==> src/rtl/ps2_mouse_tracker.sv <==
// PS/2 mouse receiver: frame deserialiser, 3-byte packet FSM, clamped cursor.
// Define MOUSE_PARITY_CHECK_EN to reject frames whose odd parity is wrong.
module ps2_mouse_tracker #(
  parameter int X_MAX          = 639,
  parameter int Y_MAX          = 479,
  parameter int X_INIT         = 320,
  parameter int Y_INIT         = 240,
  parameter int TIMEOUT_CYCLES = 50000
) (
  input  logic        clk,
  input  logic        rst_n,
  input  logic        ps2_clk,
  input  logic        ps2_data,
  output logic        lmb,
  output logic        mmb,
  output logic        rmb,
  output logic [15:0] mouse_x,
  output logic [15:0] mouse_y,
  output logic        packet_valid,
  output logic        frame_error
);
  localparam int TW = $clog2(TIMEOUT_CYCLES + 1);
  localparam logic [TW-1:0] TMO = TW'(TIMEOUT_CYCLES);
  localparam logic signed [17:0] XM = 18'(X_MAX);
  localparam logic signed [17:0] YM = 18'(Y_MAX);

  typedef enum logic [1:0] {
    WAIT_B0, WAIT_B1, WAIT_B2, UPDATE
  } state_e;

  logic [1:0]    pc_q, pd_q;
  logic          pc_prev_q;
  logic [3:0]    idx_q, idx_d;
  logic [7:0]    sh_q, sh_d;
  logic [TW-1:0] tmo_q, tmo_d;
`ifdef MOUSE_PARITY_CHECK_EN
  logic          par_q, par_d;
`endif
  logic          fall, din, par_ok;
  logic          byte_rdy, rx_err, tmo_hit;
  state_e        state_q, state_d;
  logic [2:0]    btn_raw_q;
  logic          xs_q, ys_q, xo_q, yo_q;
  logic [7:0]    b1_q, b2_q;
  logic [15:0]   x_q, x_d, y_q, y_d;
  logic [2:0]    btn_q;
  logic          pv_q, fe_q, upd;
  logic signed [17:0] dx, dy, nx, ny;

  assign fall = pc_prev_q & ~pc_q[1];
  assign din  = pd_q[1];

`ifdef MOUSE_PARITY_CHECK_EN
  assign par_ok = ^{sh_q, par_q};
`else
  assign par_ok = 1'b1;
`endif

  always_ff @(posedge clk or negedge rst_n) begin
    if (!rst_n) begin
      pc_q      <= 2'b11;
      pd_q      <= 2'b11;
      pc_prev_q <= 1'b1;
      idx_q     <= '0;
      sh_q      <= '0;
      tmo_q     <= '0;
`ifdef MOUSE_PARITY_CHECK_EN
      par_q     <= 1'b0;
`endif
    end else begin
      pc_q      <= {pc_q[0], ps2_clk};
      pd_q      <= {pd_q[0], ps2_data};
      pc_prev_q <= pc_q[1];
      idx_q     <= idx_d;
      sh_q      <= sh_d;
      tmo_q     <= tmo_d;
`ifdef MOUSE_PARITY_CHECK_EN
      par_q     <= par_d;
`endif
    end
  end

  always_comb begin
    idx_d    = idx_q;
    sh_d     = sh_q;
    tmo_d    = tmo_q;
`ifdef MOUSE_PARITY_CHECK_EN
    par_d    = par_q;
`endif
    byte_rdy = 1'b0;
    rx_err   = 1'b0;
    tmo_hit  = 1'b0;
    if (fall) begin
      tmo_d = '0;
      unique case (1'b1)
        (idx_q == 4'd0): if (!din) idx_d = 4'd1;
        (idx_q == 4'd9): begin
`ifdef MOUSE_PARITY_CHECK_EN
          par_d = din;
`endif
          idx_d = 4'd10;
        end
        (idx_q == 4'd10): begin
          idx_d = 4'd0;
          if (din && par_ok) byte_rdy = 1'b1;
          else               rx_err   = 1'b1;
        end
        default: begin
          sh_d  = {din, sh_q[7:1]};
          idx_d = idx_q + 4'd1;
        end
      endcase
    end else if (idx_q != 4'd0) begin
      // a stalled frame is abandoned silently
      if (tmo_q == TMO) begin
        tmo_hit = 1'b1;
        idx_d   = 4'd0;
        tmo_d   = '0;
      end else begin
        tmo_d = tmo_q + 1'b1;
      end
    end
  end

  always_ff @(posedge clk or negedge rst_n) begin
    if (!rst_n) state_q <= WAIT_B0;
    else        state_q <= state_d;
  end

  always_comb begin
    state_d = state_q;
    unique case (state_q)
      UPDATE:  state_d = WAIT_B0;
      WAIT_B0: if (byte_rdy && sh_q[3]) state_d = WAIT_B1;
      WAIT_B1: begin
        if (rx_err || tmo_hit) state_d = WAIT_B0;
        else if (byte_rdy)     state_d = WAIT_B2;
      end
      WAIT_B2: begin
        if (rx_err || tmo_hit) state_d = WAIT_B0;
        else if (byte_rdy)     state_d = UPDATE;
      end
      default: state_d = WAIT_B0;
    endcase
  end

  always_comb begin
    upd = (state_q == UPDATE);
    dx  = xo_q ? '0 : {{10{xs_q}}, b1_q};
    dy  = yo_q ? '0 : {{10{ys_q}}, b2_q};
    nx  = $signed({2'b00, x_q}) + dx;
    ny  = $signed({2'b00, y_q}) - dy;
    x_d = x_q;
    y_d = y_q;
    if (upd) begin
      if (nx[17])       x_d = '0;
      else if (nx > XM) x_d = 16'(X_MAX);
      else              x_d = nx[15:0];
      if (ny[17])       y_d = '0;
      else if (ny > YM) y_d = 16'(Y_MAX);
      else              y_d = ny[15:0];
    end
  end

  always_ff @(posedge clk or negedge rst_n) begin
    if (!rst_n) begin
      btn_raw_q <= '0;
      xs_q      <= 1'b0;
      ys_q      <= 1'b0;
      xo_q      <= 1'b0;
      yo_q      <= 1'b0;
      b1_q      <= '0;
      b2_q      <= '0;
      x_q       <= 16'(X_INIT);
      y_q       <= 16'(Y_INIT);
      btn_q     <= '0;
      pv_q      <= 1'b0;
      fe_q      <= 1'b0;
    end else begin
      if (byte_rdy && state_q == WAIT_B0 && sh_q[3]) begin
        btn_raw_q <= sh_q[2:0];
        xs_q      <= sh_q[4];
        ys_q      <= sh_q[5];
        xo_q      <= sh_q[6];
        yo_q      <= sh_q[7];
      end
      if (byte_rdy && state_q == WAIT_B1) b1_q <= sh_q;
      if (byte_rdy && state_q == WAIT_B2) b2_q <= sh_q;
      x_q  <= x_d;
      y_q  <= y_d;
      if (upd) btn_q <= btn_raw_q;
      pv_q <= upd;
      fe_q <= rx_err;
    end
  end

  assign lmb          = btn_q[0];
  assign rmb          = btn_q[1];
  assign mmb          = btn_q[2];
  assign mouse_x      = x_q;
  assign mouse_y      = y_q;
  assign packet_valid = pv_q;
  assign frame_error  = fe_q;
endmodule
==> config.mk <==
export PLATFORM = sky130hd
export DESIGN_NAME = ps2_mouse_tracker
export DESIGN_NICKNAME = d
export VERILOG_FILES = /design/src/rtl/ps2_mouse_tracker.sv
export SDC_FILE = /design/constraint.sdc
export NUM_CORES = 1
export LEC_CHECK = 0
export BUFFER_PORTS_ARGS = -buffer_cell sky130_fd_sc_hd__buf_2
export CAP_MARGIN = 20
export CORE_MARGIN = 2
export CORE_UTILIZATION = 45
export DETAILED_ROUTE_END_ITERATION = 8
export HOLD_SLACK_MARGIN = 0.06
export SETUP_SLACK_MARGIN = 0.02
export SLEW_MARGIN = 5
export SYNTH_ARGS = -nofsm -noshare
export SYNTH_HDL_FRONTEND = slang
export SYNTH_SLANG_ARGS = --single-unit
export TNS_END_PERCENT = 50
==> constraint.sdc <==
create_clock -name clk -period 6 [get_ports clk]
set_input_delay 0.9 -clock clk [delete_from_list [all_inputs] [get_ports clk]]
set_output_delay 0.9 -clock clk [all_outputs]
set_load 0.02 [all_outputs]
# After elaboration in Yosys (flattened, before gate mapping)
# Cells that the tools add are included.
dict set report totals {
  ff_bits 95
  inputBits 4
  out_inout_bits 37
  wordCells 82
}
dict set report classes {
  add_sub_neg 4
  order_cmp 2
  eq_ne 10
  n_mux 29
  bitwise_logic 3
  reduce_logical 15
}
# op n
set op_table {}
lappend op_table {{16-bit 2-to-1 mux} 7}
lappend op_table {{18-bit 2-to-1 mux} 2}
lappend op_table {{17-bit by 18-bit adder with 18-bit output} 1}
lappend op_table {{18-bit by 10-bit > comparator with 1-bit output, second input constant} 1}
lappend op_table {{18-bit by 11-bit > comparator with 1-bit output, second input constant} 1}
lappend op_table {{17-bit by 18-bit subtractor with 18-bit output} 1}
lappend op_table {{16-bit by 1-bit adder with 16-bit output, second input constant} 1}
lappend op_table {{16-bit equality test, second input constant} 1}
lappend op_table {{4-bit 2-to-1 mux} 4}
lappend op_table {{4-bit case mux with 3 select lines} 1}
lappend op_table {{2-bit 2-to-1 mux} 5}
lappend op_table {{1-bit 2-to-1 mux} 9}
lappend op_table {{3-bit inequality test, second input constant} 3}
lappend op_table {{4-bit equality test, second input constant} 2}
lappend op_table {{2-bit case mux with 4 select lines} 1}
lappend op_table {{3-bit AND reduction} 2}
lappend op_table {{1-bit logical AND} 5}
lappend op_table {{4-bit by 1-bit adder with 4-bit output, second input constant} 1}
lappend op_table {{2-bit equality test, second input constant} 2}
lappend op_table {{4-bit logical NOT} 1}
lappend op_table {{2-bit nonzero test} 2}
lappend op_table {{4-bit nonzero test} 1}
lappend op_table {{3-bit OR reduction} 1}
lappend op_table {{2-bit by 1-bit equality test with 1-bit output, second input constant} 1}
lappend op_table {{other kinds (6)} 7}

# Logic depth before layout (Yosys ltp)
# Gate-level depths: netlist of run 1.
dict set report logic_depth {
  ltp_word 7
  ltp_mapped 14
  ltp_nobuf 13
}

# Worst setup path before layout of run 1
# No wires, ideal clock.
dict set report synth_timing {
  path_type {reg-to-reg}
  startpoint {register yo_q}
  endpoint {register y_q[1] (netlist: mouse_y[1])}
  setup_time_ps 67
  arrival_time_ps 3067
  t_required_ps 5933
  slack_ps 2866
  stages_incl_launch_ff 14
  n_path_buf 1
  period_less_slack_ps 3134
  path_cell_list {dfrtp_1 nor2b_1 inv_1 ha_1 and3_1 buf_2 nand2_1 o22ai_1 a2111oi_4 a211oi_2 xnor2_2 nor3_2 o32ai_2 a221o_1}
}
dict set report synth_via {
  elab_chain_cells 5
}
# element line
set synth_lines {}
lappend synth_lines {{start, declared} 43} ;# logic xs_q, ys_q, xo_q, yo_q;
lappend synth_lines {{start signal, assigned} 185} ;# yo_q <= sh_q[7];
lappend synth_lines {{18-bit 2-to-1 mux *} 150} ;# dy = yo_q ? '0 : {{10{ys_q}}, b2_q};
lappend synth_lines {{17-bit by 18-bit subtractor with 18-bit output *} 152} ;# ny = $signed({2'b00, y_q}) - dy;
lappend synth_lines {{18-bit by 10-bit > comparator with 1-bit output} 160} ;# else if (ny > YM) y_d = 16'(Y_MAX);
lappend synth_lines {{16-bit 2-to-1 mux} 160}
lappend synth_lines {{16-bit 2-to-1 mux *} 159} ;# if (ny[17]) y_d = '0;
lappend synth_lines {{end signal, assigned} 175} ;# y_q <= 16'(Y_INIT);
lappend synth_lines {{end signal, assigned} 190} ;# y_q <= y_d;
lappend synth_lines {{end, declared} 45} ;# logic [15:0] x_q, x_d, y_q, y_d;
# Mark *: on every way between the ends. The rest lies on a longest branch, timed or not.
# A chain may end at the register's enable or synchronous reset.

# Worst setup path in the final report of run 1
dict set report layout_timing {
  startpoint {register yo_q}
  endpoint {register y_q[8] (netlist: mouse_y[8])}
}
# The elaborated chain is that of the path after synthesis.

==> results of run 1 <==
[synthesized netlist by cell type (9+ instances only)]
library cell,instances,area share (%)
a21oi_1,22,1.8
a221o_1,12,2.0
and2_1,17,1.7
and3_1,9,0.93
buf_2,9,0.74
clkbuf_1,12,0.74
dfrtp_1,84,35
dfstp_2,11,4.7
ha_1,32,6.6
inv_1,15,0.93
mux2_2,34,6.3
nand2_1,46,2.8
nand2b_1,14,1.4
nand3_1,20,1.6
nand4_1,11,1.1
nor2_1,52,3.2
nor2b_1,21,2.2
nor3_1,9,0.74
o21ai_0,32,2.6
xnor2_1,19,2.7
xor2_1,12,1.7
[cells in the final DEF (no fill, tap or decap), types with 11 or more instances in the layout]
cell | Yosys | layout
a21oi_1 | 22 | 22
a221o_1 | 12 | 12
and2_1 | 17 | 17
buf_2 | 9 | 39
dfrtp_1 | 84 | 84
dfstp_2 | 11 | 11
ha_1 | 32 | 32
inv_1 | 15 | 15
mux2_2 | 34 | 34
nand2_1 | 46 | 46
nand2b_1 | 14 | 14
nand3_1 | 20 | 20
nand4_1 | 11 | 11
nor2_1 | 52 | 52
nor2b_1 | 21 | 21
o21ai_0 | 32 | 32
xnor2_1 | 19 | 19
xor2_1 | 12 | 12
[state kept, by name (all words and copies together) (netlist names)]
| signal | cells |
|---|---|
| btn_raw_q | 3 |
| pc_prev_q | 1 |
| tmo_q | 16 |
| sh_q | 8 |
| xs_q | 1 |
| b2_q | 8 |
| packet_valid | 1 |
| ys_q | 1 |
| pc_q | 2 |
| btn_q | 3 |
| pd_q | 2 |
| yo_q | 1 |
| frame_error | 1 |
| b1_q | 8 |
| mouse_y | 16 |
| xo_q | 1 |
| idx_q | 4 |
| mouse_x | 16 |
| state_q | 2 |
[metrics by stage]
stage / setup slack [ns] / cells / hold WS [ns]
after floorplan: 2.87 / 615 / 0.345
after global placement: 2.49 / 809 / 0.347
after detailed placement: 2.30 / 809 / 0.347
after CTS: 2.23 / 825 / 0.356
after global routing: 1.93 / 825 / 0.365
final: 2.24 / 825 / 0.356
[layer usage]
metal | routed length (um) | global-route usage [%]
met3 | 516 | 2.92
met1 | 6500 | 28.4
met5 | 0 | 0
met4 | 265 | 7.78
met2 | 6220 | 30.7
[power groups by stage]
stage	Clock, W	Combinational, W	Sequential [W]
after global routing	0.000629	0.000178	0.000721
after CTS	0.000603	0.000155	0.000713
final	0.000589	0.000154	0.000714
after detailed placement	0	0.000155	0.000725
after floorplan	0	0.000110	0.000712
after global placement	0	0.000150	0.000724
[worst register-to-register path: stages, from the launching register on]
cell and delay, ns:
dfrtp_1 0.45, nor2b_1 0.25, inv_1 0.27, ha_1 0.53, and3_1 0.36, nand2_1 0.10, o22ai_1 0.24, a2111oi_4 0.10
a221oi_2 0.30, nand4_1 0.24, nor3b_2 0.28, o32ai_2 0.20, a221o_1 0.32
[how the worst max path moves through the flow]
| stage | cells after the start | to | slack (ns) |
|---|---|---|---|
| 3_5_place_dp | 12 | mouse_y[8] | 2.30 |
| 6_report | 12 | mouse_y[8] | 2.24 |
| 2_1_floorplan | 13 | mouse_y[1] | 2.87 |
| 3_3_place_gp | 12 | mouse_y[1] | 2.49 |
| 4_1_cts | 12 | mouse_y[8] | 2.23 |
| 5_1_grt | 12 | mouse_y[2] | 1.93 |
[cells by family (layout without fill, tap and decap cells)]
family                   count (synthesis)  count (layout)  synth area share [%]
AO/OA/AOI/OAI                          148             148                  19.2
XOR/XNOR                                32              32                  4.73
adder cells (fa/ha/maj)                 34              34                  7.24
buffers and inverters                   41              75                  2.86
flip-flops                              95              95                  39.3
multiplexers                            36              36                  6.62
AND/OR/NAND/NOR                        229             229                  20.1
[layout make-up]
cell class / instances / share of cell area (%)
multi-input combinational: 479 / 52.4
sequential: 95 / 35.6
clock buffer: 12 / 3.67
timing repair buffer: 43 / 3.35
tap: 176 / 3.28
inverter: 16 / 0.894
clock inverter: 4 / 0.801
==> reports/qor.csv, run 1 <==
stage,metric,value,unit
outcome,status,finished clean,
sta,Worst-Margin Slew,0.979,ns
setup_path,buffers and inverters on the worst path,1,
setup_path,Crit Path Max Fanout,11,
pwr,Internal,0.00107,W
min_path,worst min path class,flip-flop to flip-flop,
synthesis,"FF+latch count, synth",95,
min_path,worst hold endpoint,pd_q[1],
synthesis,library cells used by synthesis,82,
floorplan,Rows,42,
grt,largest net degree at the start of global routing,74,
clock_tree,CTS Buffer Depth,2,
pwr,power density over the cells,217,nW/um^2
clock_tree,TritonCTS clock tree,done,
final_layout,Final Util,50.7,%
routing,DRC,0,
pwr,Sw Share,26.8,%
grt,initial antenna violation count,0,
synthesis,Post-synth ARST share,100,%
final_layout,"Design Area, Final",6720,um^2
pwr,sequential power share,49.0,%
setup_path,critical path data arrival time,3.99,ns
setup_path,Worst path slowest cell,ha_1,
clock_tree,CTS Hold Bufs,0,
synthesis,sequential element share of the synthesized area,39.3,%
routing,Total Wirelength,13.5,mm
setup_path,crit path from,yo_q,
place,dpl cell area,6420,um^2
synthesis,main flop type after synthesis,dfrtp_1,
synthesis,Mapped Cells,615,
sta,RSZ-0062 raised after global routing,no,
setup_path,worst path cell trace,nor2b_1 -> inv_1 -> ha_1 -> and3_1 -> nand2_1 -> o22ai_1 -> a2111oi_4 -> a221oi_2 -> nand4_1 -> nor3b_2 -> o32ai_2 -> a221o_1,
final_layout,register area,2390,um^2
pwr,Total Power,0.00146,W
setup_path,r2r setup slk,2.24,ns
sta,"Period Utilization, post-route",62.7,%
clock_tree,root buffer cell,clkbuf_16,
pwr,P_sw,0.000390,W
setup_path,startpoint types,flip-flop,
place,GPL Wtd Cong,0.944,
synthesis,Post-Syn Area,6090,um^2
final_layout,area occupied by multi-input gates,3520,um^2
routing,wire length per cell,16.4,um
clock_tree,clock sinks,95,
clock_tree,clk_lat worst skew,0.35,ns
floorplan,Die Y,120,um
synthesis,yosys warns,0,
sta,Slew headroom,34.4,%
final_layout,fin nets,682,
floorplan,Initial Util,46.0,%
setup_path,Critical Path Max Stage Delay,0.53,ns
floorplan,Die W,120,um
setup_path,Critical R2R Launch,yo_q,
floorplan,Boundary Pins,41,
routing,Post-DRT Antenna Nets,0,
synthesis,"EDFF count, synth",0,
min_path,min-delay src,pd_q[0],
setup_path,kind of critical path,flip-flop to flip-flop,
setup_path,Worst path top cell family by delay,simple AND/OR/NAND/NOR gates,
place,DP HPWL,9.63,mm
routing,Initial DRC Count,304,
setup_path,critical path capture point type,flip-flop,
setup_path,worst reg2reg path endpoint,mouse_y[8],
synthesis,Synth Net Count,653,
final_layout,Area Overhead vs Synth,10.4,%
floorplan,Core Area,13200,um^2
sta,Fmax,266,MHz
sta,Post-Route Setup TNS,0,ns
pwr,Combinational Power Share,10.6,%
pwr,leakage power,3.21,nW
routing,drt first pass iters,4,
sta,final hold viol count,0,
place,Port Buffers,40,
sta,Setup-failing EPs final,0,
clock_tree,post-CTS sizing,0,
grt,number of global-route vias before repair,4687,
min_path,hold depth,0,
routing,Vias,4776,
flow_run,max cap viols,0,
sta,Max Slew Vio Count,0,
final_layout,number of diodes,0,
final_layout,layout cell share with drive strength beyond 1,19.7,%
final_layout,Filler cells,1233,
floorplan,die area,14500,um^2
grt,Overflow after GRT,0,
clock_tree,H-Tree Depth,3,
pwr,Peak supply drop,0.114,mV
synthesis,synthesized area per cell,9.90,um^2
grt,first-pass GRT wire length,23.4,mm
routing,Avg Vias per Cell,5.79,
clock_tree,Post-CTS Setup Inserts,0,
sta,Final min period,3.76,ns
grt,global-route usage over all layers,19.9,%
clock_tree,CTS Buf Count,9,
setup_path,Worst EP required,6.23,ns
clock_tree,Clock transition at path regs,0.07,ns
sta,Setup Skew,0.00785,ns
setup_path,Reg2Reg Depth,12,
pwr,Clk pwr share,40.4,%
Note: power is estimated with default switching activity, not from simulation.
==> run 2: changes to the inputs <==
- clock period: 6 -> 3.1 ns (I/O delays scaled with it)
==> run 2 against run 1 <==
The run now ends with negative setup slack left. Utilization grew 7.4 points. Routed wire length grew 11%. Fmax grew 15%. First-iteration DRC count grew 47%.
==> reports/qor.csv, run 2 (same netlist as run 1, synthesis figures left out) <==
stage,metric,value,unit
outcome,status,"finished, violations left",
outcome,violated checks,negative setup slack,
sta,RSZ-0062 raised after global routing,yes,
sta,Max Slew Vio Count,0,
grt,initial antenna violation count,0,
place,Port Buffers,40,
floorplan,die area,14500,um^2
grt,first-pass GRT wire length,24.8,mm
setup_path,critical path capture point type,flip-flop,
setup_path,Worst path top cell family by delay,compound AO/OA/AOI/OAI gates,
sta,Setup Skew,0.00933,ns
sta,Final min period,3.26,ns
clock_tree,CTS Buf Count,9,
final_layout,fin nets,756,
pwr,Sw Share,27.5,%
grt,largest net degree at the start of global routing,54,
place,Inst Count DP,867,
floorplan,Boundary Pins,41,
flow_run,max cap viols,0,
sta,Fmax,307,MHz
setup_path,Reg2Reg Depth,14,
setup_path,Critical Path Max Stage Delay,0.46,ns
min_path,worst min path class,input pin to asynchronous set/reset pin,
routing,wire length per cell,16.7,um
clock_tree,TritonCTS clock tree,done,
pwr,P_sw,0.000782,W
sta,worst setup margin,-0.159,ns
floorplan,Die Y,120,um
final_layout,Filler cells,1169,
final_layout,Area Overhead vs Synth,26.5,%
pwr,Internal,0.00206,W
clock_tree,Clock transition at path regs,0.07,ns
pwr,leakage power,3.63,nW
pwr,power density over the cells,369,nW/um^2
floorplan,Die W,120,um
place,DP HPWL,10.3,mm
setup_path,worst reg2reg path endpoint,mouse_y[3],
pwr,sequential power share,48.7,%
final_layout,number of diodes,0,
setup_path,Critical R2R Launch,yo_q,
setup_path,Worst path slowest cell,o32ai_4,
pwr,Combinational Power Share,10.5,%
setup_path,Worst EP required,3.38,ns
grt,number of global-route vias before repair,5032,
setup_path,kind of critical path,flip-flop to flip-flop,
clock_tree,clk_lat worst skew,0.35,ns
sta,final hold viol count,0,
routing,drt first pass iters,5,
routing,Avg Vias per Cell,5.76,
final_layout,Post-Layout Cell Count,899,
final_layout,most frequent cells in the layout,"dfrtp_1 (82), buf_4 (70), nor2_1 (49)",
sta,Worst-Margin Slew,0.652,ns
sta,Setup-failing EPs final,8,
final_layout,layout cell share with drive strength beyond 1,36.2,%
setup_path,critical path data arrival time,3.54,ns
setup_path,startpoint types,flip-flop,
pwr,Peak supply drop,0.458,mV
routing,Total Wirelength,15.0,mm
setup_path,Crit Path Max Fanout,8,
final_layout,"commonest non-fill, non-tap cell in the layout",dfrtp_1,
sta,Slew headroom,56.2,%
clock_tree,root buffer cell,clkbuf_16,
place,DP Worst Slack,-0.247,ns
routing,Initial DRC Count,446,
setup_path,buffers and inverters on the worst path,2,
pwr,Clk pwr share,40.8,%
grt,Overflow after GRT,0,
clock_tree,H-Tree Depth,3,
grt,global-route usage over all layers,21.2,%
floorplan,Initial Util,46.0,%
floorplan,Core Area,13200,um^2
place,GPL Wtd Cong,0.932,
setup_path,worst path cell trace,nor2b_2 -> ha_2 -> inv_2 -> fa_2 -> a211oi_2 -> o21ai_2 -> a311oi_2 -> buf_4 -> or3_1 -> nand3_1 -> nand4_1 -> nor3_2 -> o32ai_4 -> a221o_1,
routing,Vias,5175,
floorplan,Rows,42,
routing,Post-DRT Antenna Nets,0,
setup_path,r2r setup slk,-0.16,ns
setup_path,crit path from,yo_q,
sta,"Period Utilization, post-route",105,%
clock_tree,clock sinks,95,
routing,DRC,0,
clock_tree,CTS Buffer Depth,2,
## run 2: cell count changes in the layout (fill, tap and decap cells not counted), sizes merged
cell and delta:
inv +3, clkinvlp +1, buf +74, clkbuf -3
clkinv -1
## run 2: how the worst max path moves through the flow
stage | endpoint | slack (ns) | depth (start not counted)
2_1_floorplan | mouse_x[0] | 0.01 | 14
3_3_place_gp | mouse_y[2] | -0.12 | 13
3_5_place_dp | mouse_y[3] | -0.25 | 13
4_1_cts | mouse_y[3] | -0.13 | 14
5_1_grt | mouse_y[3] | -0.30 | 14
6_report | mouse_y[3] | -0.16 | 14
## run 2: per-stage QoR
step | hold WS [ns] | total power (W) | util, % | cell area (um^2) | TNS, ns
final | 0.104 | 0.00284 | 58.1 | 7700 | -1.17
after global routing | 0.139 | 0.00299 | 58.1 | 7700 | -2.77
after CTS | 0.122 | 0.00288 | 56.8 | 7520 | -0.942
after detailed placement | 0.347 | 0.00171 | 51.9 | 6880 | -2.88
after global placement | 0.349 | 0.00170 | 51.9 | 6880 | -1.26
after floorplan | 0.169 | 0.00159 | - | 6100 | 0
## run 2: power groups by stage
stage	registers, W	clock network [W]	logic [W]
floorplan	0.00138	0	0.000213
global placement	0.00140	0	0.000293
detailed placement	0.00141	0	0.000299
CTS	0.00138	0.00120	0.000301
global route	0.00139	0.00125	0.000343
finish	0.00138	0.00116	0.000299
## run 2: final cells by class
cell class,instances,area [um^2],area share [%]
Sequential cell,95,2390,31.1
Timing Repair Buffer,117,820,10.6
Tap cell,176,220,2.86
Clock inverter,7,85.1,1.11
Clock buffer,9,225,2.93
Multi-Input combinational cell,479,3890,50.6
Inverter,16,62.6,0.813
## run 2: metal layers
metal | track usage (%) | vias up | wire length (um)
met3 | 4.58 | 19 | 580
met4 | 5.01 | 0 | 174
met1 | 27.0 | 2569 | 6650
met2 | 36.9 | 123 | 7650
li1 | - | 2464 | -
met5 | 0 | - | 0
## run 2: timing repair
action                                  CTS  global route
hold buffers                              0             0
gates cloned                              0             0
resized for setup                        47            35
endpoints found under the setup margin   18            19
buffers inserted                         12             5
pin swaps                                24            23
## run 2: worst reg2reg max path: cells and delay by family (launching register included)
family,cells,cell delay (ns)
simple gates,5,0.54
flops,1,0.45
compound gates,5,1.40
buf+inv,2,0.23
fa+ha+maj,2,0.58
